--- src/rtl/hall_meas_pkg.sv ---
// Shared types and default widths for the hall measurement sequencer.
package hall_meas_pkg;
  localparam int DWIDTH_DEF   = 16;
  localparam int PERIOD_W_DEF = 16;
  localparam int POS_W        = 32;

  typedef enum logic [1:0] {IDLE, RUN, TRIG, CAP} state_t;
endpackage

--- src/rtl/hall_meas_ctrl_tick.sv ---
// Period down-counter: load wins over decrement, holds at zero, expire flags a decrement at terminal count.
module hall_meas_tick #(
  parameter int W = 16
) (
  input  logic         clk,
  input  logic         reset,
  input  logic         load,
  input  logic         dec,
  input  logic [W-1:0] load_val,
  output logic         expire
);
  logic [W-1:0] cnt;

  always_ff @(posedge clk or posedge reset) begin
    if (reset)
      cnt <= '0;
    else if (load)
      cnt <= load_val;
    else if (dec && cnt != '0)
      cnt <= cnt - W'(1);
  end

  assign expire = dec && (cnt == '0);
endmodule

--- src/rtl/hall_meas_ctrl.sv ---
// Hall position measurement sequencer: periodic trigger, sample capture, preload scheduling.
// Optional stall detector built when HALL_MEAS_STALL_EN is defined.
module hall_meas_ctrl
  import hall_meas_pkg::*;
#(
  parameter int DWIDTH   = DWIDTH_DEF,
  parameter int PERIOD_W = PERIOD_W_DEF,
  parameter int STALL_N  = 8
) (
  input  logic                clk,
  input  logic                reset,
  input  logic                enable,
  input  logic [PERIOD_W-1:0] period,
  output logic                mea_trigger,
  input  logic [DWIDTH-1:0]   delta_pos,
  input  logic [POS_W-1:0]    position,
  input  logic                init_req,
  input  logic [POS_W-1:0]    init_value,
  output logic [POS_W-1:0]    pos_init,
  output logic                pos_init_valid,
  output logic                sample_valid,
  input  logic                sample_ready,
  output logic [DWIDTH-1:0]   sample_delta,
  output logic [POS_W-1:0]    sample_pos,
  output logic                overrun,
  output logic                stall
);
  // state | meaning
  // IDLE  | measurement off, preload may issue
  // RUN   | period counting, preload may issue
  // TRIG  | mea_trigger pulse to the position counter
  // CAP   | delta_pos/position valid, sample captured
  state_t state, state_nxt;
  logic   load, dec, expire, capture, issue;
  logic   pend_valid;
  logic [POS_W-1:0]    pend_value;
  logic [PERIOD_W-1:0] reload_val;

  assign reload_val = (period == '0) ? PERIOD_W'(1) : period;
  assign issue      = pend_valid && (state == IDLE || state == RUN);

  hall_meas_tick #(.W(PERIOD_W)) u_tick (
    .clk      (clk),
    .reset    (reset),
    .load     (load),
    .dec      (dec),
    .load_val (reload_val),
    .expire   (expire)
  );

  always_ff @(posedge clk or posedge reset) begin
    if (reset) state <= IDLE;
    else       state <= state_nxt;
  end

  always_comb begin
    state_nxt = state;
    load      = 1'b0;
    dec       = 1'b0;
    capture   = 1'b0;
    case (state)
      IDLE: begin
        load = issue | enable;
        if (enable) state_nxt = RUN;
      end
      RUN: begin
        if (!enable)     state_nxt = IDLE;
        else if (issue)  load = 1'b1;
        else begin
          dec = 1'b1;
          if (expire) state_nxt = TRIG;
        end
      end
      TRIG: state_nxt = CAP;
      CAP: begin
        capture = 1'b1;
        if (enable) begin
          state_nxt = RUN;
          load      = 1'b1;
        end else begin
          state_nxt = IDLE;
        end
      end
      default: state_nxt = IDLE;
    endcase
  end

  assign mea_trigger    = (state == TRIG);
  assign pos_init       = pend_value;
  assign pos_init_valid = issue;

  // A request arriving on the issue cycle survives the clear and goes out next time.
  always_ff @(posedge clk or posedge reset) begin
    if (reset) begin
      pend_valid <= 1'b0;
      pend_value <= '0;
    end else if (init_req) begin
      pend_valid <= 1'b1;
      pend_value <= init_value;
    end else if (issue) begin
      pend_valid <= 1'b0;
    end
  end

  always_ff @(posedge clk or posedge reset) begin
    if (reset) begin
      sample_valid <= 1'b0;
      sample_delta <= '0;
      sample_pos   <= '0;
      overrun      <= 1'b0;
    end else begin
      if (capture) begin
        if (!sample_valid || sample_ready) begin
          sample_valid <= 1'b1;
          sample_delta <= delta_pos;
          sample_pos   <= position;
        end else begin
          overrun <= 1'b1;
        end
      end else if (sample_valid && sample_ready) begin
        sample_valid <= 1'b0;
      end
      if (issue) overrun <= 1'b0;
    end
  end

`ifdef HALL_MEAS_STALL_EN
  localparam int SC_W = $clog2(STALL_N + 1);
  logic [SC_W-1:0] zero_cnt;

  always_ff @(posedge clk or posedge reset) begin
    if (reset)
      zero_cnt <= '0;
    else if (issue)
      zero_cnt <= '0;
    else if (capture) begin
      if (delta_pos != '0)
        zero_cnt <= '0;
      else if (zero_cnt != SC_W'(STALL_N))
        zero_cnt <= zero_cnt + SC_W'(1);
    end
  end

  assign stall = (zero_cnt == SC_W'(STALL_N));
`else
  // STALL_N only matters when the stall detector is built.
  assign stall = 1'b0 & (STALL_N != 0);
`endif
endmodule

--- config.mk ---
export PLATFORM = sky130hd
export DESIGN_NAME = hall_meas_ctrl
export DESIGN_NICKNAME = d
export VERILOG_FILES = /design/src/rtl/hall_meas_pkg.sv /design/src/rtl/hall_meas_ctrl_tick.sv /design/src/rtl/hall_meas_ctrl.sv
export SDC_FILE = /design/constraint.sdc
export NUM_CORES = 1
export LEC_CHECK = 0
export ABC_AREA = 1
export ABC_CLOCK_PERIOD_IN_PS = 3600
export CAP_MARGIN = 15
export CORE_MARGIN = 3
export CORE_UTILIZATION = 35
export DETAILED_ROUTE_END_ITERATION = 6
export GPL_TIMING_DRIVEN = 0
export PLACE_DENSITY = 0.71
export REMOVE_ABC_BUFFERS = 1
export SETUP_SLACK_MARGIN = 0.1
export SLEW_MARGIN = 5
export SYNTH_ARGS = -nofsm -noshare
export SYNTH_HDL_FRONTEND = slang
export SYNTH_SLANG_ARGS = --single-unit
--- constraint.sdc ---
create_clock -name clk -period 3.6 [get_ports clk]
set_input_delay 0.72 -clock clk [delete_from_list [all_inputs] [get_ports clk]]
set_output_delay 0.72 -clock clk [all_outputs]
set_load 0.02 [all_outputs]
Yosys cells after proc, flatten, opt, wreduce, memory -nomap -nowiden
Cells that the tools add are included.
- mux-type cells: 25
- bitwise operators: 1
- reductions and logical operators: 19
- add/sub/neg operators: 1
- eq/ne operators: 8
- operators by type and width (kind ; count):
    $mux 16 ; 3
    $logic_not 16->1 ; 2
    $mux 1 ; 16
    $reduce_bool 16->1 ; 1
    $sub 16x1->16 const B ; 1
    $mux 2 ; 4
    $pmux 2 s4 ; 1
    $reduce_bool 2->1 ; 4
    $ne 3x3->1 const B ; 2
    $reduce_and 2->1 ; 3
    $eq 2x2->1 const B ; 2
    $logic_and 1x1->1 ; 4
    $ne 2x2->1 const B ; 2
    $pmux 1 s3 ; 1
    $reduce_and 3->1 ; 1
    $eq 2x1->1 const B ; 1
    $logic_not 2->1 ; 1
    $logic_or 1x1->1 ; 2
    $ne 2x1->1 const B ; 1
    $logic_not 1->1 ; 1
    $or 1x1->1 ; 1
- register bits after elaboration: 101
- input bits: 101
- logic and storage cells: 62
- output and inout bits: 85

Longest topological paths before layout
- word-level depth: 11
- gate-level depth with buffers: 11
- depth with buffers taken out: 11

By module
Synthesis repeated with hierarchy kept, for this count alone.
- cell total of the unflattened synthesis: 616
- area, all modules: 4760.8 um^2
- by module, submodules not included (module ; sequential area each (um^2) ; instances ; cells an instance ; area each (um^2)):
    hall_meas_ctrl ; 2127.0 ; 1 ; 413 ; 3488.3
    hall_meas_tick ; 400.4 ; 1 ; 203 ; 1272.5

Worst setup path before layout
OpenSTA, ideal clock, no wires.
- kind: input to register
- start point: in sample_ready
- end point: reg sample_pos[0]
- data arrival time: 1.568 ns
- stages: 6
- slack: 1.907 ns
- buffers on the path: 2
- library setup time: 0.125 ns
- required time: 3.475 ns
- cells stage by stage: inv_1 -> nand2_1 -> nand3_1 -> buf_4 -> buf_6 -> mux2_4
- word-level cells in the longest chain between the ends: 2
- RTL lines (element ; line ; RTL):
    from (decl) ; hall_meas_ctrl.sv:22 ; input logic sample_ready,
    $logic_or 1x1->1 ; hall_meas_ctrl.sv:113 ; if (!sample_valid || sample_ready) begin
    $reduce_and 2->1 (no source line) ; - ;
    to (signal assigned) ; hall_meas_ctrl.sv:116 ; sample_pos <= position;
    to (decl) ; hall_meas_ctrl.sv:24 ; output logic [POS_W-1:0] sample_pos,
Every way passes these cells.
A chain may end at the register's enable or synchronous reset.

Worst setup path in the final report
- start point: in sample_ready
- end point: reg sample_pos[6]
The elaborated chain is that of the path after synthesis.

==> out/metrics.cfg <==
[sta]
final-hold-violation-count = 0
fin_crit_ns = 2.51
setup_violations = 0
period_share_pct = 69.9
whs_ns = 0.474
fin_skew_ns = 0.00661
tns_ns = 0
setup_slack_ns = 1.09
clock.fmax_ghz = 0.398
slew_violations = 0
worst_slew_pin_slew_ns = 0.965
max_slew_margin_pct = 35.6
rsz0062_at_grt = no

[cells_and_area]
final_common_cell = clkdlybuf4s50_1
layout_common_cells = 184 x clkdlybuf4s50_1, 178 x nand2_1, 101 x dfrtp_1
final_nets = 759
num-fill-cells = 1128
final_util_pct = 55.6
final_layout_size_suffix_gt1_share_pct = 13.2
seq_area_um2 = 2530
syn2layout_area_growth_pct = 51.4
multi_input_area_um2 = 1800
num_antenna_cells = 0

[floorplan]
die_width_um = 120
ios = 186
fp.dieH_um = 120
core_area_um2 = 12400
placementRows = 40
start_util_pct = 36.7
die_area_um2 = 14400

[worst_setup_path]
cp_max_fo = 33
cp-end-kind = register
start_kind = input pin
path_class = input pin to register
critPathArrivalTime_ns = 2.74
critical_path_required_ns = 3.83

[pwr]
p_clk_share_pct = 30.7
pwr-share-comb_pct = 27.3
leakage_nw = 3.22
internal_power_mw = 2.31
p_seq_share_pct = 42.0
swShare_pct = 31.2
p_total_mw = 3.35
total_switching_power_mw = 1.04
powerDensity_nw_per_um2 = 488
vdd_drop_max_v = 0.000399

[yosys]
syn-cell-area_um2 = 4540
synth-main-ff-cell = dfrtp_1
avgSynthCellArea_um2 = 9.56
ys_ff_latch = 101
syn_inst = 475
ys_seq_area_share_pct = 55.7
synth_edf_count = 0
yosysWarnings = 0
ys_types = 32
async_flop_share_pct = 100

[route]
viasPerCell = 4.57
wire_per_inst_um = 14.1
ant_nets = 0
drt_iter0_drc = 192
drt-pass1-iter-count = 4
vias = 3789
drc = 0
wl_mm = 11.7

[placed_design]
gp_congestion = 0.816
hpwl_mm = 8.49
dp_slack_ns = 0.318
io_buffers = 184

[cts]
clock_path_buffers = 2
hold_buffers = 0
clockRootBuffer = clkbuf_16
cts_resized = 0
clkSinkCount = 101
clkLatencyLatePin_ns = 0.35
clk_pin_slew_ns = 0.07
cts_made_buffers = 9
ctsHtreeMaxLevel = 3
post_cts.repair.setup_buffers = 0
cts_tree = yes

[grt]
grt_pass1_vias = 3988
grt_start_max_net_pins = 57
antenna_found_initial = 0
groute.usage.overall_pct = 16.8
overflow = 0
grt_pass1_wl_mm = 19.4

[hold_path]
hp-class = register to register

[run]
maxCapViolCount = 0

[outcome]
outcome = complete, no violations

## through the flow
stage | instances | instance area [um2]
2_1_floorplan | 458 | 4430
3_3_place_gp | 810 | 6480
3_5_place_dp | 812 | 6550
4_1_cts | 828 | 6860
5_1_grt | 829 | 6870
6_report | 829 | 6870
## power by group through the flow
stage | registers (mW) | logic, mW | clock network (mW)
after floorplan | 1.53 | 0.378 | 0
after global routing | 1.43 | 1.01 | 1.11
final | 1.41 | 0.915 | 1.03
after global placement | 1.42 | 0.900 | 0
after detailed placement | 1.43 | 0.919 | 0
after CTS | 1.41 | 0.924 | 1.06
## path summary, 6_finish.rpt
check / from / end / slack, ns / cells past startpoint
max: sample_ready / sample_pos[6]$_DFFE_PP0P_ / 1.09 / 6
min: pos_init[5]$_DFFE_PP0P_ / pos_init[5]$_DFFE_PP0P_ / 0.47 / 2
max reg2reg: sample_valid$_DFFE_PP0P_ / sample_pos[6]$_DFFE_PP0P_ / 1.55 / 4
min reg2reg: pos_init[5]$_DFFE_PP0P_ / pos_init[5]$_DFFE_PP0P_ / 0.47 / 2
max in group asynchronous: reset / pos_init[17]$_DFFE_PP0P_ / 2.07 / 3
min in group asynchronous: reset / sample_delta[14]$_DFFE_PP0P_ / 0.86 / 2
## routing by layer
layer  routed length (um)  up-vias  track usage, %  part of all wire, %
li1                     -     1854               -                    -
met1                 4580     1804            18.8                   39
met2                 5970      118            28.8                   51
met3                  973       13            8.11                  8.3
met4                  136        0            3.79                  1.2
met5                    0        -               0                    0
## cell type report
class,instances,area share [%]
sequential,101,36.8
timing repair buffer,187,27.8
multi-input combinational,328,26.2
clock buffer,10,3.48
tap,168,3.06
inverter,29,1.64
clock inverter,6,1.09
## registers in the layout, indices dropped and copies added, names as in the netlist, named ones only
signal / cells
state: 1
overrun: 1
sample_valid: 1
pend_valid: 1
sample_pos: 32
u_tick.cnt: 16
sample_delta: 16
pos_init: 32
## critical path: stages
cell and delay (ns):
clkdlybuf4s50_1 0.45, inv_1 0.04, nand2_1 0.11, nand3_2 0.67, buf_16 0.44, mux2_4 0.31
## cell families (layout without fill, tap and decap cells)
family / Yosys count / in the layout / share of synthesized area (%)
buf+inv: 46 / 232 / 4.82
flops: 101 / 101 / 55.7
mux: 48 / 48 / 12.7
other cells: 1 / 1 / 0.0826
compound gates: 20 / 20 / 2.54
simple gates: 254 / 254 / 23.1
fa+ha+maj: 2 / 2 / 0.551
xor+xnor: 3 / 3 / 0.579
## Yosys cell counts (4+ instances only)
cell / count / area share, %
clkbuf_1: 7 / 0.58
inv_1: 24 / 2.0
a21oi_1: 4 / 0.44
nand2_1: 178 / 15
dfrtp_1: 101 / 56
buf_6: 4 / 0.99
mux2_2: 39 / 9.7
nand3_1: 19 / 2.1
nor2_1: 39 / 3.2
o21ai_0: 6 / 0.66
mux2_4: 9 / 3.0
o21ai_1: 4 / 0.44
inv_2: 4 / 0.33
Note: power is estimated with default switching activity, not from simulation.
